[config.mk]
export PLATFORM = sky130hd
export DESIGN_NAME = hold_piece_manager
export DESIGN_NICKNAME = d
export VERILOG_FILES = /design/src/rtl/hold_piece_manager.sv
export SDC_FILE = /design/constraint.sdc
export NUM_CORES = 1
export LEC_CHECK = 0
export ABC_AREA = 1
export CAP_MARGIN = 30
export CORE_ASPECT_RATIO = 1.2
export CORE_UTILIZATION = 50
export CTS_BUF_LIST = sky130_fd_sc_hd__clkbuf_8
export DETAILED_ROUTE_END_ITERATION = 10
export GPL_TIMING_DRIVEN = 0
export MAX_ROUTING_LAYER = met4
export PLACE_DENSITY = 0.82
export SLEW_MARGIN = 0
export SYNTH_ARGS = -nofsm -noshare
export SYNTH_HDL_FRONTEND = slang
export SYNTH_SLANG_ARGS = --single-unit
[constraint.sdc]
create_clock -name clk -period 2.05 [get_ports clk]
set_input_delay 0.41 -clock clk [delete_from_list [all_inputs] [get_ports clk]]
set_output_delay 0.41 -clock clk [all_outputs]
set_load 0.02 [all_outputs]
[src/rtl/hold_piece_manager.sv]
// Hold-slot owner for the falling tetromino: detects hold presses, swaps the live piece
// into the slot and drives the respawn handshake, allowing at most one hold per drop.
package hold_piece_pkg;
    typedef enum logic [2:0] {
        BLANK = 3'd0,
        I     = 3'd1,
        O     = 3'd2,
        T     = 3'd3,
        S     = 3'd4,
        Z     = 3'd5,
        J     = 3'd6,
        L     = 3'd7
    } tile_type_t;
endpackage

module hold_piece_manager
    import hold_piece_pkg::*;
#(
    parameter int unsigned COUNT_W   = 8,
    parameter bit          HOLD_ONCE = 1'b1
) (
    input  logic               clk,
    input  logic               rst,
    input  logic               game_start,
    input  logic               hold_key,
    input  logic               falling_valid,
    input  tile_type_t         falling_type,
    input  logic               piece_locked,
    input  logic               spawn_ack,
    output tile_type_t         hold_piece_type,
    output logic               spawn_req,
    output logic               spawn_from_hold,
    output tile_type_t         spawn_type,
    output logic               hold_allowed,
    output logic               busy,
    output logic [COUNT_W-1:0] hold_count
);

    typedef enum logic [1:0] {StIdle, StReqNext, StReqSwap} state_t;

    state_t             state_q, state_d;
    logic               key_prev_q;
    tile_type_t         slot_q, slot_d;
    tile_type_t         spawn_type_q, spawn_type_d;
    logic               allowed_q, allowed_d;
    logic [COUNT_W-1:0] count_q, count_d;
    logic               hold_edge;
    logic               accept;

    assign hold_edge = hold_key & ~key_prev_q;

    assign busy            = (state_q != StIdle);
    assign spawn_req       = busy;
    assign spawn_from_hold = (state_q == StReqSwap);
    assign spawn_type      = spawn_type_q;
    assign hold_piece_type = slot_q;
    assign hold_count      = count_q;
    assign hold_allowed    = HOLD_ONCE ? (allowed_q & ~busy) : ~busy;

    // A lock in the same cycle as the press wins over the hold
    assign accept = (state_q == StIdle) & hold_edge & hold_allowed & falling_valid &
                    ~piece_locked;

    always_comb begin
        state_d      = state_q;
        slot_d       = slot_q;
        spawn_type_d = spawn_type_q;
        allowed_d    = allowed_q;
        count_d      = count_q;

        if (game_start) begin
            state_d      = StIdle;
            slot_d       = BLANK;
            spawn_type_d = BLANK;
            allowed_d    = 1'b1;
            count_d      = '0;
        end else begin
            if (piece_locked) begin
                allowed_d = 1'b1;
            end
            unique case (state_q)
                StIdle: begin
                    if (accept) begin
                        state_d      = (slot_q == BLANK) ? StReqNext : StReqSwap;
                        spawn_type_d = slot_q;
                        slot_d       = falling_type;
                        if (HOLD_ONCE) begin
                            allowed_d = 1'b0;
                        end
                        if (count_q != '1) begin
                            count_d = count_q + COUNT_W'(1);
                        end
                    end
                end
                StReqNext, StReqSwap: begin
                    if (spawn_ack) begin
                        state_d      = StIdle;
                        spawn_type_d = BLANK;
                    end
                end
                default: state_d = StIdle;
            endcase
        end
    end

    always_ff @(posedge clk or posedge rst) begin
        if (rst) begin
            state_q      <= StIdle;
            key_prev_q   <= 1'b1;
            slot_q       <= BLANK;
            spawn_type_q <= BLANK;
            allowed_q    <= 1'b1;
            count_q      <= '0;
        end else begin
            state_q      <= state_d;
            key_prev_q   <= hold_key;
            slot_q       <= slot_d;
            spawn_type_q <= spawn_type_d;
            allowed_q    <= allowed_d;
            count_q      <= count_d;
        end
    end

endmodule

==> metrics.cfg, run 1 <==
[worst_setup_path]
cp_max_fo=3
required_ps=1640
cp.arrival_ps=1480
start_kind=flop
end_kind=output pin
critPathKind=flop to output pin

[synth]
synth_top_family_by_area=simple AND/OR/NAND/NOR gates
syn_inst=137
synth_fp_nets=151
async_flop_share_pct=100
synth_mux_area_share_pct=0
ys.flop_type=dfrtp_1
synth-edff-count=0
synth-xor-area-share_pct=0
synthSimpleGateAreaFrac_pct=38.0
synth_seq_area_share_pct=41.8
ys_ff_latch=18
synthDistinctLibCells=24
synth.avg_cell_area_um2=7.90
synth_common_cells=nand2_1 (42), inv_1 (18), dfrtp_1 (16)
synth.top_cell.area_share_pct=37.0
post-synth-top-count-cell=nand2_1
synth_warnings=0
syn_area_um2=1080
synth_fa_ha_area_share_pct=4.62
synth_top_area_cell=dfrtp_1
synth_compound_area_share_pct=6.71
ys_top_cells_by_area=dfrtp_1 (37%), nand2_1 (15%), inv_1 (6.2%)

[timing]
finClkSkew_ps=3.61
fin_crit_ps=1890
finalCritPeriodShare_pct=92.0
fmax_ghz=0.530
tightest_slew_ps=696
setup_viol=0
hold_viol=0
maxSlewViolCount=0
slew_headroom_pct=53.5
setup_tns_ps=0
rsz0062_at_grt=no

[clocking]
cts_root_buffer=clkbuf_8
htreeDepth=1
worstSkewPairLatency_ps=250
clock-sinks=18
cts_setup_buffers=0
numCtsBuffers=3
clk_path_buf_depth=2
path_clk_slew_ps=70
cts_tree=done

[routing]
drt_iter0_markers=18
viasPerCell=5.07
ant_nets=0
vias=1003
post_drt_wl_per_cell_um=11.4
drc=0
dr.pass1.iters=4
drt_wl_total_um=2260

[floorplanning]
dieArea_um2=2360
fp.dieH_um=53.0
core_um2=2050
die-width_um=44.5
pin_count=28
num_rows=18
initial_core_util_pct=52.8

[layout]
drive_above_1_share_pct=13.1
nets=183
syn_to_final_growth_pct=33.5
antenna_cells=0
fillers=165
postLayoutCoreUtil_pct=70.5

[placement]
numPortBuffers=27
dp_hpwl_um=1700
place.gp.congestion=0.826

[power_and_ir_drop]
p_per_area_nw_per_um2=696
vdd_drop_max_mv=0.437
leakagePower_nw=0.704

[global_route]
grt_max_degree=19
groute.usage.overall_pct=23.0
grt_pass1_vias=950
grt_pass1_wl_um=3950
gr-total-overflow=0
antenna_found_initial=0

[outcome]
outcome=completed

[flow_run]
maxCapViolCount=0

[min_path]
hp-class=flop to flop

-- layer usage --
metal	wire, um	track usage (%)
met1	974	26.5
met2	1190	41.2
met5	0	-
met4	7	6.57
met3	88	3.41
-- stage by stage --
| step | hold WS [ps] | area [um2] | total power, mW | instances | setup slack [ps] |
|---|---|---|---|---|---|
| after global placement | 454 | 1390 | 0.740 | 194 | 221 |
| after detailed placement | 458 | 1390 | 0.747 | 194 | 213 |
| after global routing | 507 | 1450 | 1.06 | 198 | 93.2 |
| after floorplan | 347 | 1080 | 0.619 | 137 | 627 |
| final | 470 | 1450 | 1.01 | 198 | 164 |
| after CTS | 475 | 1440 | 1.02 | 198 | 60.3 |
-- layout by cell type, fill, tap and decap left out --
| master | netlist | layout |
|---|---|---|
| buf_12 | 1 | 1 |
| buf_4 | 1 | 1 |
| clkbuf_8 | 0 | 4 |
| clkdlybuf4s50_1 | 0 | 24 |
| dfrtp_1 | 16 | 16 |
| dfstp_2 | 2 | 2 |
| dlygate4sd2_1 | 0 | 2 |
| dlymetal6s2s_1 | 0 | 1 |
| ha_1 | 4 | 4 |
| inv_1 | 18 | 18 |
| nand2_1 | 42 | 42 |
| nand2_2 | 2 | 2 |
| nand2_4 | 2 | 2 |
| nand3_1 | 12 | 12 |
| nand3_2 | 1 | 1 |
| nand3b_1 | 1 | 1 |
| nand4_1 | 5 | 5 |
| nand4_4 | 1 | 1 |
| nor2_1 | 12 | 12 |
| nor2_2 | 1 | 1 |
| nor2_4 | 1 | 1 |
| nor3_1 | 1 | 1 |
| o21ai_0 | 6 | 6 |
| o21ai_2 | 4 | 4 |
| o21bai_1 | 1 | 1 |
| or2_1 | 1 | 1 |
| or2_2 | 1 | 1 |
| or2_4 | 1 | 1 |
-- where the power goes --
part / switching, mW / leakage, nW / total (mW) / internal, mW
clock: 0.115 / 0.0288 / 0.285 / 0.170
combinational: 0.197 / 0.432 / 0.337 / 0.139
sequential: 0.00971 / 0.243 / 0.384 / 0.374
total: 0.322 / 0.704 / 1.01 / 0.684
-- sequential cells by signal, indices dropped and copies added (netlist names) --
signal,flops
allowed_q,1
hold_count,8
hold_piece_type,3
key_prev_q,1
spawn_type,3
state_q,2
-- final timing paths --
check | startpoint | end | slack, ps | cells past startpoint
max | state_q[0] | spawn_from_hold | 160 | 3
min | spawn_type[1] | spawn_type[1] | 470 | 2
max reg2reg | state_q[0] | hold_count[1] | 420 | 8
min reg2reg | spawn_type[1] | spawn_type[1] | 470 | 2
max in group asynchronous | rst | hold_piece_type[0] | 1040 | 2
min in group asynchronous | rst | hold_count[4] | 560 | 2
-- final cells by class --
cell class / instances / area [um2] / share of cell area, %
timing repair buffer: 27 / 270 / 18.7
multi-input combinational: 99 / 534 / 37.0
clock buffer: 4 / 55.1 / 3.81
inverter: 18 / 67.6 / 4.68
sequential: 18 / 453 / 31.3
tap: 30 / 37.5 / 2.60
buffer: 2 / 27.5 / 1.90
-- worst max-delay path: stages, from the launching register on --
cell	delay [ps]
dfrtp_1	380
inv_1	110
ha_1	150
clkdlybuf4s50_1	590
-- cells by family (layout without fill, tap and decap cells) --
family / Yosys count / in the layout
AND/OR/NAND/NOR: 84 / 84
buffers and inverters: 20 / 51
adder cells (fa/ha/maj): 4 / 4
AO/OA/AOI/OAI: 11 / 11
flip-flops: 18 / 18
-- what timing repair did --
item                                    in CTS  in global routing
endpoints found under the hold margin        0                  0
hold buffers                                 0                  0
resized for setup                            2                  1
endpoints found under the setup margin       2                  1
Power figures use the tool's default switching activity.
==> run 2, diff against run 1 <==
CTS_CLUSTER_DIAMETER = 30   (was not set)
==> results of run 2 <==
Final layout, timing and power as in run 1 (identical DEF).
==> run 3, diff against run 2 <==
--- a/config.mk
+++ b/config.mk
@@ -10,3 +10,3 @@
 export CORE_ASPECT_RATIO = 1.2
-export CORE_UTILIZATION = 50
+export CORE_UTILIZATION = 45
 export CTS_BUF_LIST = sky130_fd_sc_hd__clkbuf_8
@@ -14,5 +14,4 @@
 export DETAILED_ROUTE_END_ITERATION = 10
-export GPL_TIMING_DRIVEN = 0
 export MAX_ROUTING_LAYER = met4
-export PLACE_DENSITY = 0.82
+export PLACE_DENSITY = 0.75
 export SLEW_MARGIN = 0
==> constraint.sdc (replaced) <==
create_clock -name clk -period 2.05 [get_ports clk]
set_input_delay 0.3075 -clock clk [delete_from_list [all_inputs] [get_ports clk]]
set_output_delay 0.3075 -clock clk [all_outputs]
set_load 0.02 [all_outputs]
==> run 3 against run 2 <==
Sequential power about the same; die area up 11%; setup slack better by 7.4 ps; critical endpoint is now busy.
==> metrics.cfg, run 3 (synthesized netlist as in run 1, its figures left out) <==
[layout]
antenna_cells=0
design_area_um2=1410
nets=181
drive_above_1_share_pct=11.4
final_common_cell=nand2_1
syn_to_final_growth_pct=30.4
multi_input_area_um2=534
regArea_um2=453
fillers=229
mostFrequentLayoutCells=nand2_1 (42), clkdlybuf4s50_1 (26), inv_1 (19), dfrtp_1 (16)
largest_reg_flops=8

[clocking]
ctsHoldBuffers=0
cts_tree=done
cts_root_buffer=clkbuf_8
cts_setup_buffers=0
clk_path_buf_depth=2
worstSkewPairLatency_ps=250
htreeDepth=1
numCtsBuffers=3
path_clk_slew_ps=70
clock-sinks=18

[placement]
numPortBuffers=27
place.gp.congestion=0.886
dp_hpwl_um=1730
placed_cell_area_um2=1360

[global_route]
grt_max_degree=19
antenna_found_initial=0
grt_pass1_wl_um=3820
groute.usage.overall_pct=20.4
gr-total-overflow=0
grt_pass1_vias=910

[worst_setup_path]
critPathKind=flop to output pin
crit_family=buffers and inverters
cp_common_cell=inv_1
crit_slowest_cell=clkdlybuf4s50_1
worst-path-buf-inv=3
r2r_cells=8
cp.arrival_ps=1570
cp_max_fo=3
start_kind=flop
crit_chain=inv_1 > ha_1 > inv_1 > clkdlybuf4s50_1
end_kind=output pin
slowest_delay_ps=600
required_ps=1740
worst-path-stages=4

[floorplanning]
initial_core_util_pct=47.4
core_um2=2280
pin_count=28
dieArea_um2=2610
num_rows=19
fp.dieH_um=55.7
die-width_um=46.8

[power_and_ir_drop]
intPower_mw=0.644
p_comb_share_pct=34.6
vdd_drop_max_mv=0.351
switching_share_pct=33.3
p_per_area_nw_per_um2=685
leakagePower_nw=0.678
p_switching_mw=0.322
seq_power_share_pct=39.8
pwr-share-clk_pct=25.6

[flow_run]
maxCapViolCount=0

[timing]
fin_crit_ps=1880
setup_tns_ps=0
hold_viol=0
fmax_ghz=0.532
finalCritPeriodShare_pct=91.6
rsz0062_at_grt=no
setup_viol=0
finClkSkew_ps=4.10
tightest_slew_ps=680
slew_headroom_pct=54.6
maxSlewViolCount=0
whs_ps=453

[routing]
drt_wl_total_um=2230
drt_iter0_markers=15
ant_nets=0
vias=981
viasPerCell=4.98
dr.pass1.iters=4
drc=0
post_drt_wl_per_cell_um=11.3

[outcome]
outcome=completed

[min_path]
hp-class=input pin to async pin

run 3: changes by cell type in the layout (fill, tap and decap cells not counted), sizes merged:
| cell | delta |
|---|---|
| buf | -2 |
| clkdlybuf4s50 | +2 |
| dlygate4sd2 | -2 |
| clkbuf | -1 |
| inv | +1 |
run 3: routing by layer:
layer	vias up	routed length, um	track usage (%)
li1	489	-	-
met1	455	934	24.2
met2	31	1140	31.9
met3	6	100	3.90
met4	0	50	9.80
met5	-	0	-
run 3: worst paths after layout:
check / start / to / slack [ps]
setup / recovery: state_q[0] / busy / 170
hold / removal: rst / spawn_type[0] / 450
hold reg to reg: spawn_type[2] / spawn_type[2] / 480
setup reg to reg: state_q[0] / state_q[1] / 420
min in group clk: spawn_type[2] / spawn_type[2] / 480
max in group asynchronous: rst / hold_count[2] / 1170
run 3: layout make-up:
| type | instances | share of cell area (%) |
|---|---|---|
| flip-flops and latches | 18 | 32.1 |
| clock buffers | 3 | 2.93 |
| multi-input cells | 99 | 37.9 |
| repair buffers | 27 | 19.3 |
| well taps | 31 | 2.75 |
| inverters | 18 | 4.79 |
| clock inverters | 1 | 0.266 |
run 3: through the flow:
stage	power [mW]	cells	util [%]	setup slack, ps
floorplan	0.619	137	-	627
global placement	0.720	193	59.8	352
detailed placement	0.731	193	59.8	326
CTS	0.981	197	61.7	39.0
global route	1.03	197	61.8	55.6
finish	0.966	197	61.8	171
run 3: power by group through the flow:
stage                     combinational [mW]  sequential [mW]  clock, mW
after detailed placement               0.339            0.391          0
after CTS                              0.341            0.385      0.255
after floorplan                        0.225            0.395          0
after global placement                 0.330            0.390          0
after global routing                   0.372            0.386      0.270
final                                  0.334            0.385      0.247
run 3: worst reg2reg max path: stages, from the launching register on:
cell,delay [ps]
dfrtp_1,380
inv_1,100
ha_1,210
nand2_1,90
nor2_1,120
nand2_1,130
nand2_1,180
nand2_1,130
o21ai_0,190
run 3: repair_timing:
action / CTS / global route
hold endpoints to repair: 0 / 0
setup endpoints to repair: 0 / 1
gates resized for setup: 0 / 1
